--- config.mk ---
export PLATFORM = sky130hd
export DESIGN_NAME = config_loader
export DESIGN_NICKNAME = d
export VERILOG_FILES = /design/src/rtl/config_pkg.sv /design/src/rtl/config_loader_bit_deserializer.sv /design/src/rtl/config_loader.sv
export SDC_FILE = /design/constraint.sdc
export NUM_CORES = 1
export LEC_CHECK = 0
export BUFFER_PORTS_ARGS = -buffer_cell sky130_fd_sc_hd__buf_2
export CAP_MARGIN = 15
export CORE_MARGIN = 2
export CORE_UTILIZATION = 54
export CTS_CLUSTER_SIZE = 40
export DETAILED_ROUTE_END_ITERATION = 10
export PLACE_DENSITY = 0.73
export SYNTH_ARGS = -nofsm -noshare
export SYNTH_HDL_FRONTEND = slang
export SYNTH_SLANG_ARGS = --single-unit
--- constraint.sdc ---
create_clock -name clk -period 2.4 [get_ports clk]
set_clock_uncertainty 0.05 [all_clocks]
set_input_delay 0.24 -clock clk [delete_from_list [all_inputs] [get_ports clk]]
set_output_delay 0.24 -clock clk [all_outputs]
set_load 0.01 [all_outputs]
--- src/rtl/config_pkg.sv ---
// Shared configuration-bus constants and the loader state type; also used by the tiles.
package config_pkg;

  localparam int ADDR_W = 6;
  // 80 switch bits followed by the 3 + 3 + 2 compute-block bits
  localparam int DATA_W = 80 + 3 + 3 + 2;
  localparam int SYNC_W = 8;
  localparam logic [SYNC_W-1:0] SYNC_WORD = 8'hA5;
  localparam int CNT_W = $clog2(DATA_W + 1);

  typedef enum logic [2:0] {
    ST_HUNT,
    ST_COUNT,
    ST_ADDR,
    ST_DATA,
    ST_PAR,
    ST_WRITE,
    ST_DONE,
    ST_ERROR
  } state_e;

endpackage

--- src/rtl/config_loader_bit_deserializer.sv ---
// Generic MSB-first shift register with a field bit counter; value_next is the value
// being registered this cycle, last_bit flags the final bit of a len-bit field.
module bit_deserializer #(
  parameter int W  = 8,
  parameter int CW = 4
) (
  input  logic          clk,
  input  logic          rst_n,
  input  logic          clear,
  input  logic          shift_en,
  input  logic          bit_in,
  input  logic [CW-1:0] len,
  output logic [W-1:0]  value_next,
  output logic          last_bit
);

  logic [W-1:0]  value_q, value_d;
  logic [CW-1:0] cnt_q, cnt_d;

  // The counter wraps to zero on the final bit, so the next field starts counting fresh.
  always_comb begin
    value_d  = value_q;
    cnt_d    = cnt_q;
    last_bit = 1'b0;
    if (clear) begin
      value_d = '0;
      cnt_d   = '0;
    end else if (shift_en) begin
      value_d  = {value_q[W-2:0], bit_in};
      last_bit = (cnt_q == len - CW'(1));
      cnt_d    = last_bit ? '0 : cnt_q + CW'(1);
    end
  end

  assign value_next = value_d;

  always_ff @(posedge clk) begin
    if (!rst_n) begin
      value_q <= '0;
      cnt_q   <= '0;
    end else begin
      value_q <= value_d;
      cnt_q   <= cnt_d;
    end
  end

endmodule

--- src/rtl/config_loader.sv ---
// Bitstream loader: hunts for the sync word, then issues one config_en write per frame.
// Define CONFIG_LOADER_PARITY_EN to add a per-frame even-parity bit and the ERROR path.
module config_loader
  import config_pkg::*;
(
  input  logic              clk,
  input  logic              rst_n,
  input  logic              bs_valid,
  input  logic              bs_data,
  output logic              bs_ready,
  output logic              config_en,
  output logic [ADDR_W-1:0] config_addr,
  output logic [0:DATA_W-1] config_data,
  output logic              busy,
  output logic              done,
  output logic              error,
  output logic [ADDR_W-1:0] frames_written
);

  state_e              state_q, state_d;
  logic [SYNC_W-1:0]   window_q, window_d, window_shift;
  logic [ADDR_W-1:0]   n_q, n_d, addr_q, addr_d, frames_q, frames_d;
  logic [ADDR_W-1:0]   config_addr_q, config_addr_d;
  logic [0:DATA_W-1]   config_data_q, config_data_d;
  logic                config_en_q, config_en_d;
  logic                busy_q, busy_d, done_q, done_d, bs_ready_q, bs_ready_d;
  logic                accept, issue_write;
  logic                des_clear, des_shift, des_last;
  logic [CNT_W-1:0]    des_len;
  logic [DATA_W-1:0]   des_next;

  assign accept       = bs_valid && bs_ready_q;
  assign window_shift = {window_q[SYNC_W-2:0], bs_data};
  assign des_clear    = (state_q == ST_HUNT) && accept && (window_shift == SYNC_WORD);
  assign des_shift    = accept && (state_q inside {ST_COUNT, ST_ADDR, ST_DATA});
  assign des_len      = (state_q == ST_DATA) ? CNT_W'(DATA_W) : CNT_W'(ADDR_W);

  bit_deserializer #(
    .W  (DATA_W),
    .CW (CNT_W)
  ) u_deser (
    .clk        (clk),
    .rst_n      (rst_n),
    .clear      (des_clear),
    .shift_en   (des_shift),
    .bit_in     (bs_data),
    .len        (des_len),
    .value_next (des_next),
    .last_bit   (des_last)
  );

`ifdef CONFIG_LOADER_PARITY_EN
  logic error_q, error_d, par_ok;
  // In PAR the deserializer is idle, so des_next still holds the frame's data bits.
  assign par_ok = ((^addr_q) ^ (^des_next) ^ bs_data) == 1'b0;
`endif

  always_comb begin
    state_d       = state_q;
    window_d      = window_q;
    n_d           = n_q;
    addr_d        = addr_q;
    frames_d      = frames_q;
    config_en_d   = 1'b0;
    config_addr_d = config_addr_q;
    config_data_d = config_data_q;
    busy_d        = busy_q;
    done_d        = done_q;
    issue_write   = 1'b0;
`ifdef CONFIG_LOADER_PARITY_EN
    error_d       = error_q;
`endif
    case (state_q)
      ST_HUNT: begin
        if (accept) window_d = window_shift;
        if (des_clear) begin
          state_d = ST_COUNT;
          busy_d  = 1'b1;
        end
      end
      ST_COUNT: begin
        if (des_last) begin
          n_d = des_next[ADDR_W-1:0];
          if (des_next[ADDR_W-1:0] == '0) begin
            state_d = ST_DONE;
            busy_d  = 1'b0;
            done_d  = 1'b1;
          end else begin
            state_d = ST_ADDR;
          end
        end
      end
      ST_ADDR: begin
        if (des_last) begin
          addr_d  = des_next[ADDR_W-1:0];
          state_d = ST_DATA;
        end
      end
      ST_DATA: begin
`ifdef CONFIG_LOADER_PARITY_EN
        if (des_last) state_d = ST_PAR;
`else
        if (des_last) issue_write = 1'b1;
`endif
      end
`ifdef CONFIG_LOADER_PARITY_EN
      ST_PAR: begin
        if (accept) begin
          if (par_ok) begin
            issue_write = 1'b1;
          end else begin
            state_d = ST_ERROR;
            busy_d  = 1'b0;
            error_d = 1'b1;
          end
        end
      end
`endif
      ST_WRITE: begin
        if (frames_q == n_q) begin
          state_d = ST_DONE;
          busy_d  = 1'b0;
          done_d  = 1'b1;
        end else begin
          state_d = ST_ADDR;
        end
      end
      default: ;
    endcase

    if (issue_write) begin
      state_d       = ST_WRITE;
      config_en_d   = 1'b1;
      config_addr_d = addr_q;
      config_data_d = des_next;
      frames_d      = frames_q + ADDR_W'(1);
    end

    bs_ready_d = state_d inside {ST_HUNT, ST_COUNT, ST_ADDR, ST_DATA, ST_PAR};
  end

  always_ff @(posedge clk) begin
    if (!rst_n) begin
      state_q       <= ST_HUNT;
      window_q      <= '0;
      n_q           <= '0;
      addr_q        <= '0;
      frames_q      <= '0;
      config_en_q   <= 1'b0;
      config_addr_q <= '0;
      config_data_q <= '0;
      busy_q        <= 1'b0;
      done_q        <= 1'b0;
      bs_ready_q    <= 1'b0;
    end else begin
      state_q       <= state_d;
      window_q      <= window_d;
      n_q           <= n_d;
      addr_q        <= addr_d;
      frames_q      <= frames_d;
      config_en_q   <= config_en_d;
      config_addr_q <= config_addr_d;
      config_data_q <= config_data_d;
      busy_q        <= busy_d;
      done_q        <= done_d;
      bs_ready_q    <= bs_ready_d;
    end
  end

`ifdef CONFIG_LOADER_PARITY_EN
  always_ff @(posedge clk) begin
    if (!rst_n) error_q <= 1'b0;
    else        error_q <= error_d;
  end
  assign error = error_q;
`else
  assign error = 1'b0;
`endif

  assign bs_ready       = bs_ready_q;
  assign config_en      = config_en_q;
  assign config_addr    = config_addr_q;
  assign config_data    = config_data_q;
  assign busy           = busy_q;
  assign done           = done_q;
  assign frames_written = frames_q;

endmodule

==> results of run 1 <==
==> registers in the layout, summed over array words and instances (netlist names) <==
name	flops
frames_written	6
addr_q	6
config_en	1
config_addr	6
n_q	6
u_deser.value_q	88
busy	1
state_q	3
config_data	88
done	1
u_deser.cnt_q	7
bs_ready	1
window_q	7
==> synth_stat cells, types with 2 or more instances <==
library cell and number:
a211oi_1 93, a211oi_2 10, a21oi_1 13, and3_1 3, buf_2 27, buf_4 18
buf_6 3, clkbuf_1 13, dfxtp_1 221, ha_1 2, inv_1 3, mux2i_1 95
nand2_1 17, nand2b_1 2, nand3_1 11, nand4_1 6, nor2_1 212, nor2b_1 2
nor3_1 2, nor3b_1 3, o21a_1 2, or3_1 2, xnor2_1 6, xor2_1 11
==> path summary, 6_finish.rpt <==
check / depth (start not counted) / start / to / slack [ps]
hold / removal: 2 / rst_n / state_q[2] / 20
setup reg to reg: 7 / state_q[1] / config_data[33] / 160
hold reg to reg: 2 / busy / busy / 410
setup / recovery: 7 / state_q[1] / config_data[33] / 160
==> final cells by class <==
class,instances,share of cell area
Sequential cell,221,0.4595
Multi-Input combinational cell,510,0.3386
Timing Repair Buffer,139,0.09766
Clock buffer,34,0.07338
Tap cell,184,0.02390
Clock inverter,5,0.005195
Inverter,4,0.001818
==> per-layer routing <==
| layer | GRT usage | up-vias | share of wire |
|---|---|---|---|
| li1 | - | 2969 | - |
| met2 | 0.3466 | 112 | 0.49 |
| met4 | 0.05171 | 0 | 0.014 |
| met1 | 0.2549 | 2793 | 0.45 |
| met3 | 0.03823 | 19 | 0.045 |
| met5 | 0 | - | 0 |
==> timing repair <==
| action | CTS | global route |
|---|---|---|
| setup buffers | 0 | 0 |
| endpoints found under the hold margin | 1 | 0 |
| hold buffers | 1 | 0 |
| gates resized for setup | 0 | 4 |
| endpoints found under the setup margin | 0 | 53 |
==> power by group <==
group / switching [mW] / total (mW) / internal (mW)
clock: 1.36 / 3.48 / 2.13
sequential: 0.00151 / 3.67 / 3.67
combinational: 0.0736 / 0.0977 / 0.0242
total: 1.43 / 7.25 / 5.82
==> per-stage QoR <==
stage | hold WS, ps | instances
after global routing | 8.835 | 1097
final | 20.31 | 1097
after global placement | 395.6 | 1057
after CTS | 22.57 | 1097
after floorplan | 307.5 | 796
after detailed placement | 400.7 | 1057
==> worst max-delay path: stages, from the launching register on <==
cell and delay, ps:
dfxtp_1 570, nand3b_4 170, mux2i_2 270, nor3b_4 350, buf_4 210, buf_12 170, nor2_1 60, a211oi_1 270
==> logic make-up (layout without fill, tap and decap cells) <==
logic type                 after synthesis  after routing  share of synthesized area
AOI/OAI and AO/OA                      126            126                     0.1212
xor gates and xnor gates                17             17                    0.01856
adders and majority gates                2              2                   0.003119
buffers and inverters                   65            182                    0.04585
DFF                                    221            221                     0.5515
muxes                                   96             96                     0.1202
other                                    1              1                  0.0004674
and+or+nand+nor                        268            268                     0.1391
==> impl_results.md, run 1 <==
- Status: finished clean
- PnR worst setup slack: 161.5 ps
- DR pass1 iterations: 4
- Cell area after layout: 9634 µm²
- Core area: 14530 µm²
- CTS tree: yes
- Post-route DRC: 0
- I/O Buffers: 107
- Synth Cell Area: 8023 µm²
- Num CTS Buffers: 22
- Fill cells: 1161
- Rel. slew slack: 0.6612
- DP Worst Slack: 122.0 ps
- Hold violation total from the final report: 0
- Initial antenna violation count: 0
- Ranking of synthesized cells by area: dfxtp_1 55%, mux2i_1 12%, nor2_1 9.9%, a211oi_1 8.7%, buf_2 1.7%
- HP Class: in2reg
- RSZ-0062 raised after global routing: no
- PD cells: 752.5 nW/µm²
- Seq/Total Area, Yosys: 0.5515
- Total design power: 7.250 mW
- Final WL: 15950 µm
- Critical path type: reg2reg
- Core Util, Final: 0.6629
- Share of the synthesized area in the top cell type: 0.5515
- CTS sink cnt: 221
- Initial Utilization: 0.5520
- CP max FO: 30
- Final net count: 904
- VDD IR max: 0.0005535 V
- WL per Instance: 14.54 µm
- Row cnt: 44
- Max_cap viols: 0
- Global route overflow: 0
- Die Width: 125.9 µm
- Worst Path Arrival: 2580 ps
- Yosys top cell by area: dfxtp_1
- Main flop type after synthesis: dfxtp_1
- Die height: 125.9 µm
- Ratio of cells with drive above 1 in the final layout: 0.2169
- FFs w/ async S/R, synth: 0
- Area of the multi-input gates: 3262 µm²
- Pin count of the biggest net entering global routing: 50
- Synthesis-stage register bit count: 221
- Max frequency: 446.7 MHz
- Total number of vias: 5893
- Final Cycle Share: 0.9327
- Via density: 5.372
- Min Tclk post-route: 2238 ps
- GRT Total Usage: 0.1992
- Commonest non-fill, non-tap cell in the layout: dfxtp_1
- 1st-iter DRT viols: 383
- Syn_nets: 802
- Slew @ Worst Pin: 494.1 ps
- Most frequent cells in the layout: 219 x dfxtp_1, 211 x nor2_1, 107 x buf_2, 95 x mux2i_1, 93 x a211oi_1
- CTS Buffer Depth: 3
- Post-synth EDFFs: 0
- Syn Area/Cell: 10.08 µm²
- Final Max Slew Viols: 0
- Antenna Cells: 0
- CP Data Required Time: 2740 ps
- Area of the die: 15850 µm²
- P&R area growth vs syn: 20.09%
- Vias in the first global route: 5813
- CP Capture Type: register
- # setup viols final: 0
- Nature of the critical path startpoint: register
- Clock root cell: clkbuf_16
- Final ANT Viol Nets: 0
- Htree depth: 1
- First-pass GRT wire length: 27100 µm
- Io pins: 109
- Skew-Pair Late Insertion Delay: 490 ps
- Leak pwr: 3.623 nW
- Storage cell area: 4427 µm²
- Post-synthesis cell type count: 43
- Sum Neg Setup Slack: 0 ps
- Yosys Warn Count: 0
- Placed instance area: 8853 µm²
- Final Wtd Congestion: 0.8213
- DPL Wire Length: 10790 µm
- Clk slew on worst S/H paths: 60 ps
- Post-synthesis instance total: 796
Note: power is estimated with default switching activity, not from simulation.
==> inputs of run 2 (changes only) <==
Settings changed: CORE_UTILIZATION 54 to 51, PLACE_DENSITY 0.73 to 0.72.
Clock period 2.4 ns to 1.9 ns, I/O delays scaled along.
==> run 2 against run 1 <==
The run now ends with negative setup slack left. Clock-buffer cell count did not move. Worst setup slack worse by 220 ps. Largest power group unchanged. Sequential share of layout area fell by 3.2 points. Global-route usage shrank 0.86 points. Largest cell class unchanged. Routed wire length rose by 7.4%. Combinational power is 45% higher. Via count increased by 3.0%. First-iteration DRC count is 19% lower. Final cell count up 7.2%. Non-clock buffer count rose by 50. Sequential power is 26% higher. Critical endpoint is now config_data[7]. Die area up 5.7%.
==> impl_results.md, run 2 (same netlist as run 1, synthesis figures left out) <==
- Status: finished with violations (was finished clean)
- Failing checks: negative setup slack
- Via density: 5.161 (was 5.372)
- Storage cell area: 4428 µm² (was 4427 µm²)
- Final Max Slew Viols: 0 (unchanged)
- Final net count: 955 (was 904)
- DPL Wire Length: 10750 µm (was 10790 µm)
- Final WL: 17120 µm (was 15950 µm)
- Total design power: 9.167 mW (was 7.250 mW)
- Die height: 129.4 µm (was 125.9 µm)
- Worst-path cell chain: or3_4 -> mux2i_2 -> nor3b_4 -> buf_6 -> buf_4 -> nor2_1 -> a211oi_1 (was nand3b_4 -> mux2i_2 -> nor3b_4 -> buf_4 -> buf_12 -> nor2_1 -> a211oi_1)
- DP Worst Slack: -45.88 ps (was 122.0 ps)
- Slew @ Worst Pin: 571.1 ps (was 494.1 ps)
- Psw: 1.858 mW (was 1.430 mW)
- Nature of the critical path startpoint: register (unchanged)
- Crit-path slowest cell: or3_4 (was dfxtp_1)
- Min Tclk post-route: 1961 ps (was 2238 ps)
- Most frequent cells in the layout: 218 x dfxtp_1, 207 x nor2_1, 107 x buf_2, 95 x mux2i_1, 69 x a211oi_1 (was 219 x dfxtp_1, 211 x nor2_1, 107 x buf_2, 95 x mux2i_1, 93 x a211oi_1)
- I/O Buffers: 107 (unchanged)
- Vias in the first global route: 5545 (was 5813)
- CP Capture Type: register (unchanged)
- Critical path type: reg2reg (unchanged)
- WL per Instance: 14.56 µm (was 14.54 µm)
- PnR worst setup slack: -61.38 ps (was 161.5 ps)
- PD cells: 885.9 nW/µm² (was 752.5 nW/µm²)
- Hold violation total from the final report: 0 (unchanged)
- Io pins: 109 (unchanged)
- Area of the die: 16750 µm² (was 15850 µm²)
- Initial antenna violation count: 0 (unchanged)
- Leak pwr: 3.949 nW (was 3.623 nW)
- Fill cells: 1200 (was 1161)
- Core area: 15310 µm² (was 14530 µm²)
- Commonest non-fill, non-tap cell in the layout: dfxtp_1 (unchanged)
- CTS tree: yes (unchanged)
- Sw Share: 0.2026 (was 0.1973)
- Final Wtd Congestion: 0.8023 (was 0.8213)
- CTS Buffer Depth: 3 (unchanged)
- Seq pwr share: 0.506 (about the same)
- Critical path's top delay family: simple AND/OR/NAND/NOR gates (unchanged)
- Antenna Cells: 0 (unchanged)
- Pin count of the biggest net entering global routing: 49 (was 50)
- Rel. slew slack: 0.6193 (was 0.6612)
- DR pass1 iterations: 4 (unchanged)
- Die Width: 129.4 µm (was 125.9 µm)
- Critical path's largest stage delay: 370 ps (was 570 ps)
- VDD IR max: 0.0006935 V (was 0.0005535 V)
- GRT Total Usage: 0.1905 (was 0.1992)
- Clk pwr share: 0.479 (was 0.480)
- Ratio of cells with drive above 1 in the final layout: 0.2964 (was 0.2169)
- First-pass GRT wire length: 26680 µm (was 27100 µm)
- Clk slew on worst S/H paths: 60 ps (about the same)
- Worst Path Arrival: 2320 ps (was 2580 ps)
- Power share of the combinational group: 0.015 (was 0.013)
- CP bufs+invs: 2 (unchanged)
- Num CTS Buffers: 23 (was 22)
- Initial Utilization: 0.5239 (was 0.5520)
- Clock root cell: clkbuf_16 (unchanged)
- # setup viols final: 14 (was 0)
- Max frequency: 509.8 MHz (was 446.7 MHz)
- RSZ-0062 raised after global routing: yes (was no)
- CP max FO: 9 (was 30)
- CP Data Required Time: 2250 ps (was 2740 ps)
- Htree depth: 1 (unchanged)
- HP Class: in2reg (unchanged)
- Skew-Pair Late Insertion Delay: 500 ps (was 490 ps)
- Final ANT Viol Nets: 0 (unchanged)
- P&R area growth vs syn: 28.98% (was 20.09%)
- Global route overflow: 0 (unchanged)
- 1st-iter DRT viols: 312 (was 383)
- Max_cap viols: 0 (unchanged)
- Post-route DRC: 0 (unchanged)
- Final Cycle Share: 1.032 (was 0.9327)
- CTS sink cnt: 221 (unchanged)
- Area of the multi-input gates: 3445 µm² (was 3262 µm²)
- Row cnt: 45 (was 44)
- Cell Int Power: 7.310 mW (was 5.820 mW)
- Total number of vias: 6069 (was 5893)
-- run 2: cell type report --
class,instances,share of cell area
Clock buffer,34,0.06638
Clock inverter,7,0.006409
Inverter,4,0.001693
Multi-Input combinational cell,510,0.3329
Sequential cell,221,0.4279
Tap cell,211,0.02551
Timing Repair Buffer,189,0.1392
-- run 2: repair_timing --
item                       CTS  global route
hold buffers                 2             0
buffers inserted             2             8
pin swaps                    9            13
setup endpoints to repair   40           206
hold endpoints to repair     3             0
gates resized for setup      4            46
gates cloned                 0             5
-- run 2: worst paths after layout --
check	from	to	slack, ps	cells past startpoint
max reg2reg	u_deser.cnt_q[6]	config_data[7]	-60	7
min	bs_valid	window_q[3]	340	5
min reg2reg	window_q[6]	window_q[6]	420	2
max	u_deser.cnt_q[6]	config_data[7]	-60	7
-- run 2: routing by layer --
layer / track usage / wire length, µm / vias up / part of all wire
met5: 0 / 0 / - / 0
met1: 0.2634 / 8115 / 2875 / 0.47
li1: - / - / 3062 / -
met2: 0.3062 / 7997 / 98 / 0.47
met4: 0.04744 / 303 / 0 / 0.018
met3: 0.04170 / 707 / 34 / 0.041
-- run 2: worst reg2reg max path: stages (launching register included) --
cell and delay, ps:
dfxtp_2 320, or3_4 370, mux2i_2 170, nor3b_4 250
buf_6 220, buf_4 200, nor2_1 50, a211oi_1 240
-- run 2: power by group through the flow --
stage | clock (mW) | sequential, mW | combinational, mW
after floorplan | 0 | 4.74 | 0.0828
after global placement | 0 | 4.74 | 0.133
after detailed placement | 0 | 4.74 | 0.133
after CTS | 4.46 | 4.64 | 0.137
after global routing | 4.66 | 4.64 | 0.153
final | 4.39 | 4.64 | 0.142
-- run 2: metrics by stage --
step           hold WS [ps]    util  setup TNS, ps  cells  area, µm²
2_1_floorplan         257.5       -              0    796       8025
3_3_place_gp          398.9  0.5986         -16.93   1118       9168
3_5_place_dp          406.9  0.5986         -93.16   1118       9168
4_1_cts               333.7  0.6516         -381.1   1163       9980
5_1_grt               360.4  0.6757          -7451   1176      10350
6_report              337.5  0.6757         -205.7   1176      10350
==> inputs of run 3 (changes only) <==
Settings changed: CORE_ASPECT_RATIO set to 0.75, CORE_UTILIZATION 51 to 54, CTS_BUF_LIST set to sky130_fd_sc_hd__clkbuf_4 sky130_fd_sc_hd__clkbuf_8, PLACE_DENSITY 0.72 to 0.73.
Clock period 1.9 ns to 2.35 ns, I/O delays scaled along.
==> run 3 against run 2 <==
Total power shrank 22%. Sequential share of layout area is 3.7 points higher. Critical path type unchanged. Register-to-register slack better by 250 ps. Highest routed layer unchanged. First-iteration DRC count fell by 15%. Worst hold slack better by 22 ps. Core utilization down 1.9 points. The run now ends clean. Clock-buffer cell count rose by 21.
==> impl_results.md, run 3 (same netlist as run 1, synthesis figures left out) <==
- DR pass1 iterations: 4 (unchanged)
- Max frequency: 462.5 MHz (was 509.8 MHz)
- Io pins: 109 (unchanged)
- Worst reg2reg endpoint: config_data[5] (was config_data[7])
- Core area: 14500 µm² (was 15310 µm²)
- Rel. slew slack: 0.6426 (was 0.6193)
- Worst reg-to-reg setup slack: 190 ps (was -60 ps)
- 1st-iter DRT viols: 266 (was 312)
- Final net count: 909 (was 955)
- Die height: 109.6 µm (was 129.4 µm)
- Final Max Slew Viols: 0 (unchanged)
- CTS sink cnt: 221 (unchanged)
- Vias in the first global route: 5616 (was 5545)
- CTS Buffer Depth: 3 (unchanged)
- Critical Path Sink: config_data[5] (was config_data[7])
- Htree depth: 2 (was 1)
- CTS tree: yes (unchanged)
- Total number of vias: 5859 (was 6069)
- Leak pwr: 3.583 nW (was 3.949 nW)
- # setup viols final: 0 (was 14)
- Setup Buffers After CTS: 0 (was 2)
- HP Class: in2reg (unchanged)
- Critical path type: reg2reg (unchanged)
- Initial antenna violation count: 0 (unchanged)
- PD cells: 749.3 nW/µm² (was 885.9 nW/µm²)
- CP max FO: 48 (was 9)
- CP Capture Type: register (unchanged)
- Via density: 5.213 (was 5.161)
- Final Cycle Share: 0.9200 (was 1.032)
- Skew-Pair Late Insertion Delay: 480 ps (was 500 ps)
- Most frequent cells in the layout: 218 x dfxtp_1, 211 x nor2_1, 107 x buf_2, 95 x mux2i_1, 93 x a211oi_1 (was 218 x dfxtp_1, 207 x nor2_1, 107 x buf_2, 95 x mux2i_1, 69 x a211oi_1)
- First-pass GRT wire length: 26340 µm (was 26680 µm)
- Clock root cell: clkbuf_8 (was clkbuf_16)
- RSZ-0062 raised after global routing: no (was yes)
- Worst hold margin: 359.8 ps (was 337.5 ps)
- Worst Path Arrival: 2490 ps (was 2320 ps)
- Final ANT Viol Nets: 0 (unchanged)
- Final Wtd Congestion: 0.8332 (was 0.8023)
- Sum Neg Setup Slack: 0 ps (was -205.7 ps)
- Global route overflow: 0 (unchanged)
- Ratio of cells with drive above 1 in the final layout: 0.2305 (was 0.2964)
- CP Data Required Time: 2670 ps (was 2250 ps)
- Hold violation total from the final report: 0 (unchanged)
- Crit. Startpoint: u_deser.cnt_q[6] (unchanged)
- Critical R2R Launch: u_deser.cnt_q[6] (unchanged)
- R2R depth: 7 (unchanged)
- Clk slew on worst S/H paths: 60 ps (about the same)
- VDD IR max: 0.0004490 V (was 0.0006935 V)
- WL per Instance: 14.10 µm (was 14.56 µm)
- Min Tclk post-route: 2162 ps (was 1961 ps)
- Antenna Cells: 0 (unchanged)
- Final WL: 15850 µm (was 17120 µm)
- Pin count of the biggest net entering global routing: 55 (was 49)
- Initial Utilization: 0.5532 (was 0.5239)
- Die Width: 144.7 µm (was 129.4 µm)
- Commonest non-fill, non-tap cell in the layout: dfxtp_1 (unchanged)
- Post-route DRC: 0 (unchanged)
- GRT Total Usage: 0.2031 (was 0.1905)
- Status: finished clean (was finished with violations)
- Area of the die: 15860 µm² (was 16750 µm²)
- Slew @ Worst Pin: 521.2 ps (was 571.1 ps)
- Max_cap viols: 0 (unchanged)
- I/O Buffers: 107 (unchanged)
- P&R area growth vs syn: 18.70% (was 28.98%)
- Num CTS Buffers: 35 (was 23)
- Nature of the critical path startpoint: register (unchanged)
- DPL Wire Length: 10840 µm (was 10750 µm)
- Row cnt: 38 (was 45)
-- run 3: layer usage --
metal / global-route usage / part of all wire
met5: 0 / 0
met4: 0.05617 / 0.014
met3: 0.04922 / 0.054
met2: 0.3275 / 0.45
met1: 0.2744 / 0.49
-- run 3: layout make-up --
| class | instances | area, µm² |
|---|---|---|
| clock inverter | 3 | 18.77 |
| tap | 200 | 250.2 |
| multi-input combinational | 510 | 3252 |
| timing repair buffer | 131 | 849.6 |
| inverter | 4 | 17.52 |
| sequential | 221 | 4428 |
| clock buffer | 55 | 706.9 |
| fill | 1151 | 4979 |
-- run 3: how the worst min path moves through the flow --
stage                      from     endpoint  slack [ps]  depth (start not counted)
finish                 bs_valid    config_en         360                          5
global route           bs_valid    config_en         380                          5
CTS                    bs_valid    config_en         310                          5
detailed placement  window_q[6]  window_q[6]         410                          2
global placement    window_q[6]  window_q[6]         400                          2
floorplan                 rst_n   state_q[2]         300                          1
-- run 3: critical path: stages (launching register included) --
cell,delay (ps)
dfxtp_1,330
or3_1,380
mux2i_2,230
nor3b_2,300
buf_4,190
buf_12,210
nor2_1,70
a211oi_1,280
-- run 3: report_power, final --
group / switching [mW] / leakage (nW) / internal (mW)
sequential: 0.00153 / 1.78 / 3.75
clock: 1.38 / 0.387 / 1.90
combinational: 0.0752 / 1.42 / 0.0288
total: 1.45 / 3.58 / 5.68
-- run 3: through the flow --
stage / total power [mW] / cells / utilization / worst slack, ps / cell area [µm²]
2_1_floorplan: 3.899 / 796 / - / 420.6 / 8023
3_3_place_gp: 3.931 / 1064 / 0.6043 / 189.9 / 8763
3_5_place_dp: 3.934 / 1064 / 0.6043 / 53.16 / 8763
4_1_cts: 7.224 / 1124 / 0.6557 / 44.96 / 9509
5_1_grt: 7.398 / 1124 / 0.6567 / 9.707 / 9523
6_report: 7.136 / 1124 / 0.6567 / 188.0 / 9523
-- run 3: what timing repair did --
item                                    in CTS  in global routing
endpoints found under the setup margin       0                 59
hold buffers                                 2                  0
resized for setup                            0                  6
endpoints found under the hold margin        2                  0
